<file path="src/rtl/i2c_pkg.sv">
// Shared I2C target types and constants.
package i2c_pkg;

   typedef enum logic [2:0] {
      IDLE,
      ADDR,
      ADDR_ACK,
      WR_DATA,
      WR_ACK,
      RD_DATA,
      RD_ACK,
      IGNORE
   } i2c_state_t;

   localparam logic READ_C  = 1'b1;
   localparam logic WRITE_C = 1'b0;

   localparam int I2C_BYTE_BITS = 8;

   // Address byte carries the 7-bit address above the R/W bit.
   function automatic logic addr_match(input logic [I2C_BYTE_BITS-1:0] addr_byte,
                                       input logic [6:0] addr);
      return addr_byte[I2C_BYTE_BITS-1:1] == addr;
   endfunction

endpackage

</file>
<file path="src/rtl/i2c_line_sync.sv">
// Pad synchronizer with history flop and registered edge strobes.
// Pin-to-strobe latency SYNC_STAGES+1 clk; level is aligned with the strobes.
module i2c_line_sync #(
   parameter int SYNC_STAGES = 2
) (
   input  logic clk,
   input  logic rst_n,
   input  logic pin,
   output logic level,
   output logic rise,
   output logic fall
);

   logic [SYNC_STAGES-1:0] sync;

   // Bus idles high, so the chain resets to 1 to avoid a false edge.
   always_ff @(posedge clk) begin
      if (!rst_n) begin
         sync  <= '1;
         level <= 1'b1;
         rise  <= 1'b0;
         fall  <= 1'b0;
      end else begin
         sync  <= {sync[SYNC_STAGES-2:0], pin};
         level <= sync[SYNC_STAGES-1];
         rise  <= sync[SYNC_STAGES-1] & ~level;
         fall  <= ~sync[SYNC_STAGES-1] & level;
      end
   end

endmodule

</file>
<file path="src/rtl/i2c_slave.sv">
// Fixed-address I2C target: ACKs address/write bytes, shifts out read bytes.
// Line events lag pins by SYNC_STAGES+1 clk; no clock stretching, so tx_data must be ready when tx_req fires.
module i2c_slave
   import i2c_pkg::*;
#(
   parameter logic [6:0] SLAVE_ADDR  = 7'h50,
   parameter int         SYNC_STAGES = 2
) (
   input  logic       clk,
   input  logic       rst_n,
   input  logic       scl_i,
   input  logic       sda_i,
   output logic       sda_oe,
   output logic       rx_valid,
   output logic [7:0] rx_data,
   output logic       tx_req,
   input  logic [7:0] tx_data,
   output logic       start_det,
   output logic       stop_det,
   output logic       busy,
   output logic       nack_rx
);

   localparam logic [2:0] LAST_BIT = 3'(I2C_BYTE_BITS - 1);

   logic scl_lvl, scl_rise, scl_fall;
   logic sda_lvl, sda_rise, sda_fall;

   i2c_line_sync #(.SYNC_STAGES(SYNC_STAGES)) u_scl_sync (
      .clk   (clk),
      .rst_n (rst_n),
      .pin   (scl_i),
      .level (scl_lvl),
      .rise  (scl_rise),
      .fall  (scl_fall)
   );

   i2c_line_sync #(.SYNC_STAGES(SYNC_STAGES)) u_sda_sync (
      .clk   (clk),
      .rst_n (rst_n),
      .pin   (sda_i),
      .level (sda_lvl),
      .rise  (sda_rise),
      .fall  (sda_fall)
   );

   logic start_cond, stop_cond;
   assign start_cond = sda_fall & scl_lvl;
   assign stop_cond  = sda_rise & scl_lvl;

   i2c_state_t                 state;
   logic [2:0]                 bit_cnt;
   logic                       bits_done;
   logic [I2C_BYTE_BITS-1:0]   shift;
   logic [I2C_BYTE_BITS-1:0]   tx_shift;
   logic                       rw_bit;

   always_ff @(posedge clk) begin
      if (!rst_n) begin
         state     <= IDLE;
         sda_oe    <= 1'b0;
         busy      <= 1'b0;
         rx_valid  <= 1'b0;
         rx_data   <= '0;
         tx_req    <= 1'b0;
         start_det <= 1'b0;
         stop_det  <= 1'b0;
         nack_rx   <= 1'b0;
         bit_cnt   <= '0;
         bits_done <= 1'b0;
         shift     <= '0;
         tx_shift  <= '0;
         rw_bit    <= WRITE_C;
      end else begin
         rx_valid  <= 1'b0;
         tx_req    <= 1'b0;
         start_det <= 1'b0;
         stop_det  <= 1'b0;
         nack_rx   <= 1'b0;

         if (start_cond) begin
            start_det <= 1'b1;
            state     <= ADDR;
            bit_cnt   <= '0;
            bits_done <= 1'b0;
            shift     <= '0;
            sda_oe    <= 1'b0;
            busy      <= 1'b0;
         end else if (stop_cond) begin
            stop_det  <= 1'b1;
            state     <= IDLE;
            bit_cnt   <= '0;
            bits_done <= 1'b0;
            sda_oe    <= 1'b0;
            busy      <= 1'b0;
         end else begin
            case (state)
               IDLE: ;

               ADDR, WR_DATA: begin
                  if (scl_rise) begin
                     shift   <= {shift[I2C_BYTE_BITS-2:0], sda_lvl};
                     bit_cnt <= bit_cnt + 3'd1;
                     if (bit_cnt == LAST_BIT) bits_done <= 1'b1;
                  end else if (scl_fall && bits_done) begin
                     bits_done <= 1'b0;
                     if (state == ADDR) begin
                        if (addr_match(shift, SLAVE_ADDR)) begin
                           sda_oe <= 1'b1;
                           busy   <= 1'b1;
                           rw_bit <= shift[0];
                           state  <= ADDR_ACK;
                        end else begin
                           sda_oe <= 1'b0;
                           state  <= IGNORE;
                        end
                     end else begin
                        rx_data  <= shift;
                        rx_valid <= 1'b1;
                        sda_oe   <= 1'b1;
                        state    <= WR_ACK;
                     end
                  end
               end

               ADDR_ACK: begin
                  if (scl_fall) begin
                     if (rw_bit == READ_C) begin
                        tx_req   <= 1'b1;
                        tx_shift <= tx_data;
                        sda_oe   <= ~tx_data[I2C_BYTE_BITS-1];
                        bit_cnt  <= '0;
                        state    <= RD_DATA;
                     end else begin
                        sda_oe <= 1'b0;
                        state  <= WR_DATA;
                     end
                  end
               end

               WR_ACK: begin
                  if (scl_fall) begin
                     sda_oe <= 1'b0;
                     state  <= WR_DATA;
                  end
               end

               // tx_shift MSB is the bit on the wire; the next one sits just below it.
               RD_DATA: begin
                  if (scl_rise) begin
                     bit_cnt <= bit_cnt + 3'd1;
                     if (bit_cnt == LAST_BIT) bits_done <= 1'b1;
                  end else if (scl_fall) begin
                     if (bits_done) begin
                        bits_done <= 1'b0;
                        sda_oe    <= 1'b0;
                        state     <= RD_ACK;
                     end else begin
                        sda_oe   <= ~tx_shift[I2C_BYTE_BITS-2];
                        tx_shift <= {tx_shift[I2C_BYTE_BITS-2:0], 1'b0};
                     end
                  end
               end

               RD_ACK: begin
                  if (scl_rise && sda_lvl) begin
                     nack_rx <= 1'b1;
                     state   <= IGNORE;
                  end else if (scl_fall) begin
                     tx_req   <= 1'b1;
                     tx_shift <= tx_data;
                     sda_oe   <= ~tx_data[I2C_BYTE_BITS-1];
                     bit_cnt  <= '0;
                     state    <= RD_DATA;
                  end
               end

               IGNORE: sda_oe <= 1'b0;

               default: begin
                  sda_oe <= 1'b0;
                  state  <= IDLE;
               end
            endcase
         end
      end
   end

endmodule

</file>
<file path="config.mk">
export PLATFORM = sky130hd
export DESIGN_NAME = i2c_slave
export DESIGN_NICKNAME = d
export VERILOG_FILES = /design/src/rtl/i2c_pkg.sv /design/src/rtl/i2c_line_sync.sv /design/src/rtl/i2c_slave.sv
export SDC_FILE = /design/constraint.sdc
export NUM_CORES = 1
export LEC_CHECK = 0
export ABC_AREA = 0
export BUFFER_PORTS_ARGS = -buffer_cell sky130_fd_sc_hd__buf_2
export CAP_MARGIN = 20
export CORE_MARGIN = 10
export CORE_UTILIZATION = 50
export DETAILED_ROUTE_END_ITERATION = 6
export PLACE_DENSITY = 0.71
export SYNTH_ARGS = -nofsm -noshare
export SYNTH_HDL_FRONTEND = slang
export SYNTH_SLANG_ARGS = --single-unit
export TNS_END_PERCENT = 10
</file>
<file path="constraint.sdc">
create_clock -name clk -period 1.9 [get_ports clk]
set_input_delay 0.475 -clock clk [delete_from_list [all_inputs] [get_ports clk]]
set_output_delay 0.475 -clock clk [all_outputs]
set_load 0.03 [all_outputs]
</file>
==> impl_results.md <==
* Status: finished, final reports clean
* Placed insts at 289
* Reg clk slew, reported paths at ~0.09 ns
* Slew Limit Headroom at 0.602
* Cell Pwr Density at around 740 nW/µm²
* Total track usage at 0.111
* Clock sinks at 48
* Pre-antenna DRT Iters at 4
* First DRT Iteration DRCs at slightly above 90
* Share of the synthesized area in the top cell type at 0.486
* Clock Path Buffers at 2
* Dominant cell type by area after synthesis: dfxtp_1
* Inserted Diodes at 0
* Clock Skews at 0.00697 ns
* Actual slew at the worst max-slew pin at approximately 0.60 ns
* Async S/R FF share, synth at 0
* Via count at 1570
* Power, Total at ~1.7 mW
* Die Y at just over 80 µm
* Clock Latency Late Sink at roughly 0.30 ns
* Post-Syn Nets at 226
* # DRC at 0
* Initial core utilization at 0.528
* Vias in the first global route at about 1400
* CTS tree: built
* Post-synthesis xor/xnor area fraction at 0
* Worst vdd ir at 0.561 mV
* Post-Syn Instances at ~210
* Final Hold Fails at 0
* Final WL at 4.08 mm
* Crit start category: register
* Non-filler cells, final at 297
* MaxCap Viol Count at 0
* Yosys reg bits at between 40 and 50
* DP HPWL at 3.02 mm
* First-pass GRT wire length at 6.58 mm
* CP max-delay cell: or4b_4
* Die X at roughly 83 µm
* TritonCTS Buffers at 5
* Final max-slew violation count at 0
* Initial antenna violation count at 0
* Leak at slightly above 1 nW
* Largest net degree at the start of global routing at 17
* Number of synthesized flops with an enable pin at 0
* Crit Path Max Fanout at 13
* Tmin final at 1.86 ns
* Arrival @ worst endpoint at ~2.1 ns
* Yosys warns at 0
* Nets@finish at ~260
* Final worst path period share at 0.981
* Compound-Gate Fraction of Synth Area at 0.134
* Kind of critical path: reg -> reg
* Multiplexer share of the synthesized area at 0.111
* Sequential share of the synthesized area at 0.486
* CP max stage delay at around 0.55 ns
* Core area at approximately 3700 µm²
* Largest family of logic cells by synthesized area: simple AND/OR/NAND/NOR gates
* Commonest register cell after synthesis: dfxtp_1
* Hold Path Class: in -> reg
* Root buf cell: clkbuf_8
* Share of layout cells above drive strength 1 at 0.233
* Syn Area/Cell at around 9.3 µm²
* Simple-gate share of the synthesized area at 0.222
* Die ar. at 6870 µm²
* FP Rows at 22
* WL per Instance at approximately 14 µm
* Crit end category: register
* Cell area after synthesis at slightly below 2000 µm²
* Adder-Cell Fraction of Synth Area at 0.0127
* CTS HTree Levels at 2
* Gp weighted congestion at between 0.8 and 0.9
* DR vias/cell at around 5.3
* Grt ovf at 0
* Layout Area Growth over Synthesis at 17.5%
* Filler cell count at about 340
* Distinct cells, synth at 39
* Endpoints failing setup at 0
* ANT nets after route at 0
* Setup WS pre-CTS at between 0.1 and 0.15 ns
* Worst path required time at 2.10 ns
* Setup ws final at approximately 0.036 ns
* PortBufs at 26
* I/O pins at 27
* Max frequency at about 0.54 GHz
* Crit-path cells: nand3b_1, or4b_4, a21oi_4, nor2_1, a211oi_1
* Multi-input combinational cell area at about 960 µm²
* Top post-synthesis cells by area: dfxtp_1 49%, mux2i_1 11%, nor2_1 7.4%
* Register area at between 900 and 1000 µm²
## logic make-up (layout without fill, tap and decap cells)
| family | count (synthesis) | after routing |
|---|---|---|
| simple gates | 91 | 91 |
| flops | 48 | 48 |
| compound gates | 36 | 36 |
| mux | 22 | 22 |
| buf+inv | 13 | 50 |
| fa+ha+maj | 2 | 2 |
## area by class of cell
cell class | count | area share
clock buffer | 6 | 0.0356
clock inverter | 2 | 0.00647
inverter | 3 | 0.00485
multi-input combinational | 151 | 0.415
sequential | 48 | 0.414
tap | 48 | 0.0259
timing repair buffer | 39 | 0.0981
## worst max-delay path: cells and delay by family, from the launching register on
kind | cells | cell delay [ns]
and+or+nand+nor | 3 | 0.84
DFF | 1 | 0.32
AOI/OAI and AO/OA | 2 | 0.60
## flip-flops by register name, summed over array words and instances, names as in the netlist, 2 cells and up
signal and count:
shift 8, tx_shift 7, state 3, u_scl_sync.sync 2, bit_cnt 3, u_sda_sync.sync 2
rx_data 8
## power by group
| group | total, mW | switching (mW) | internal [mW] |
|---|---|---|---|
| Sequential | 1.02 | 0.00573 | 1.01 |
| Clock | 0.632 | 0.337 | 0.295 |
| Combinational | 0.0740 | 0.0436 | 0.0305 |
| Total | 1.73 | 0.387 | 1.34 |
## cell usage in the layout, fill, tap and decap left out, types with 4 or more instances in the layout
master,n
nand2b_1,9
o21ai_0,7
buf_2,26
mux2i_1,22
a211oi_1,4
dfxtp_1,47
nand2_1,14
nor2_1,39
a211oi_2,4
a21oi_1,7
clkbuf_8,6
buf_4,13
nor2b_1,4
nand3_1,10
## synthesized netlist by cell type, types with 2 or more instances
master    number
a211oi_2       3
inv_1          3
ha_1           2
dfxtp_1       48
nor3_1         3
a21oi_1        7
o21a_1         2
nor2_1        39
nand2b_1       9
clkbuf_1       6
o21ai_0        7
nand2_1       14
mux2i_1       22
nor2b_1        4
buf_6          2
and3_1         3
nand3_1       10
nand4b_1       2
a31oi_1        2
a211oi_1       5
## worst paths after layout
kind         depth (start not counted)                             to                          start  slack, ns
max                                  5       tx_shift[2]$_SDFFE_PN0P_          state[1]$_SDFFE_PP0P_       0.04
min                                  2  u_scl_sync.sync[0]$_SDFF_PN1_                          scl_i       0.35
max reg2reg                          5       tx_shift[2]$_SDFFE_PN0P_          state[1]$_SDFFE_PP0P_       0.04
min reg2reg                          1  u_scl_sync.sync[1]$_SDFF_PN1_  u_scl_sync.sync[0]$_SDFF_PN1_       0.41
## per-layer routing
metal / up-vias / routed length (µm) / GRT usage
met5: - / 0 / 0
met4: 0 / 48 / 0.0415
met3: 8 / 207 / 0.0313
met2: 36 / 1860 / 0.163
met1: 708 / 1960 / 0.149
li1: 818 / - / -
## what timing repair did
action / 4_1_cts / 5_1_grt
setup endpoints to repair: 0 / 10
gates resized for setup: 0 / 4
hold buffers: 0 / 0
setup buffers: 0 / 0
hold endpoints to repair: 0 / 0
## metrics by stage
stage | TNS [ns] | area (µm²) | util | hold WS [ns]
6_report | 0 | 2320 | 0.620 | 0.353
5_1_grt | -0.0583 | 2320 | 0.620 | 0.366
4_1_cts | 0 | 2310 | 0.616 | 0.353
3_5_place_dp | 0 | 2210 | 0.590 | 0.397
3_3_place_gp | 0 | 2210 | 0.590 | 0.389
2_1_floorplan | 0 | 1980 | - | 0.386
Note: power is estimated with default switching activity, not from simulation.
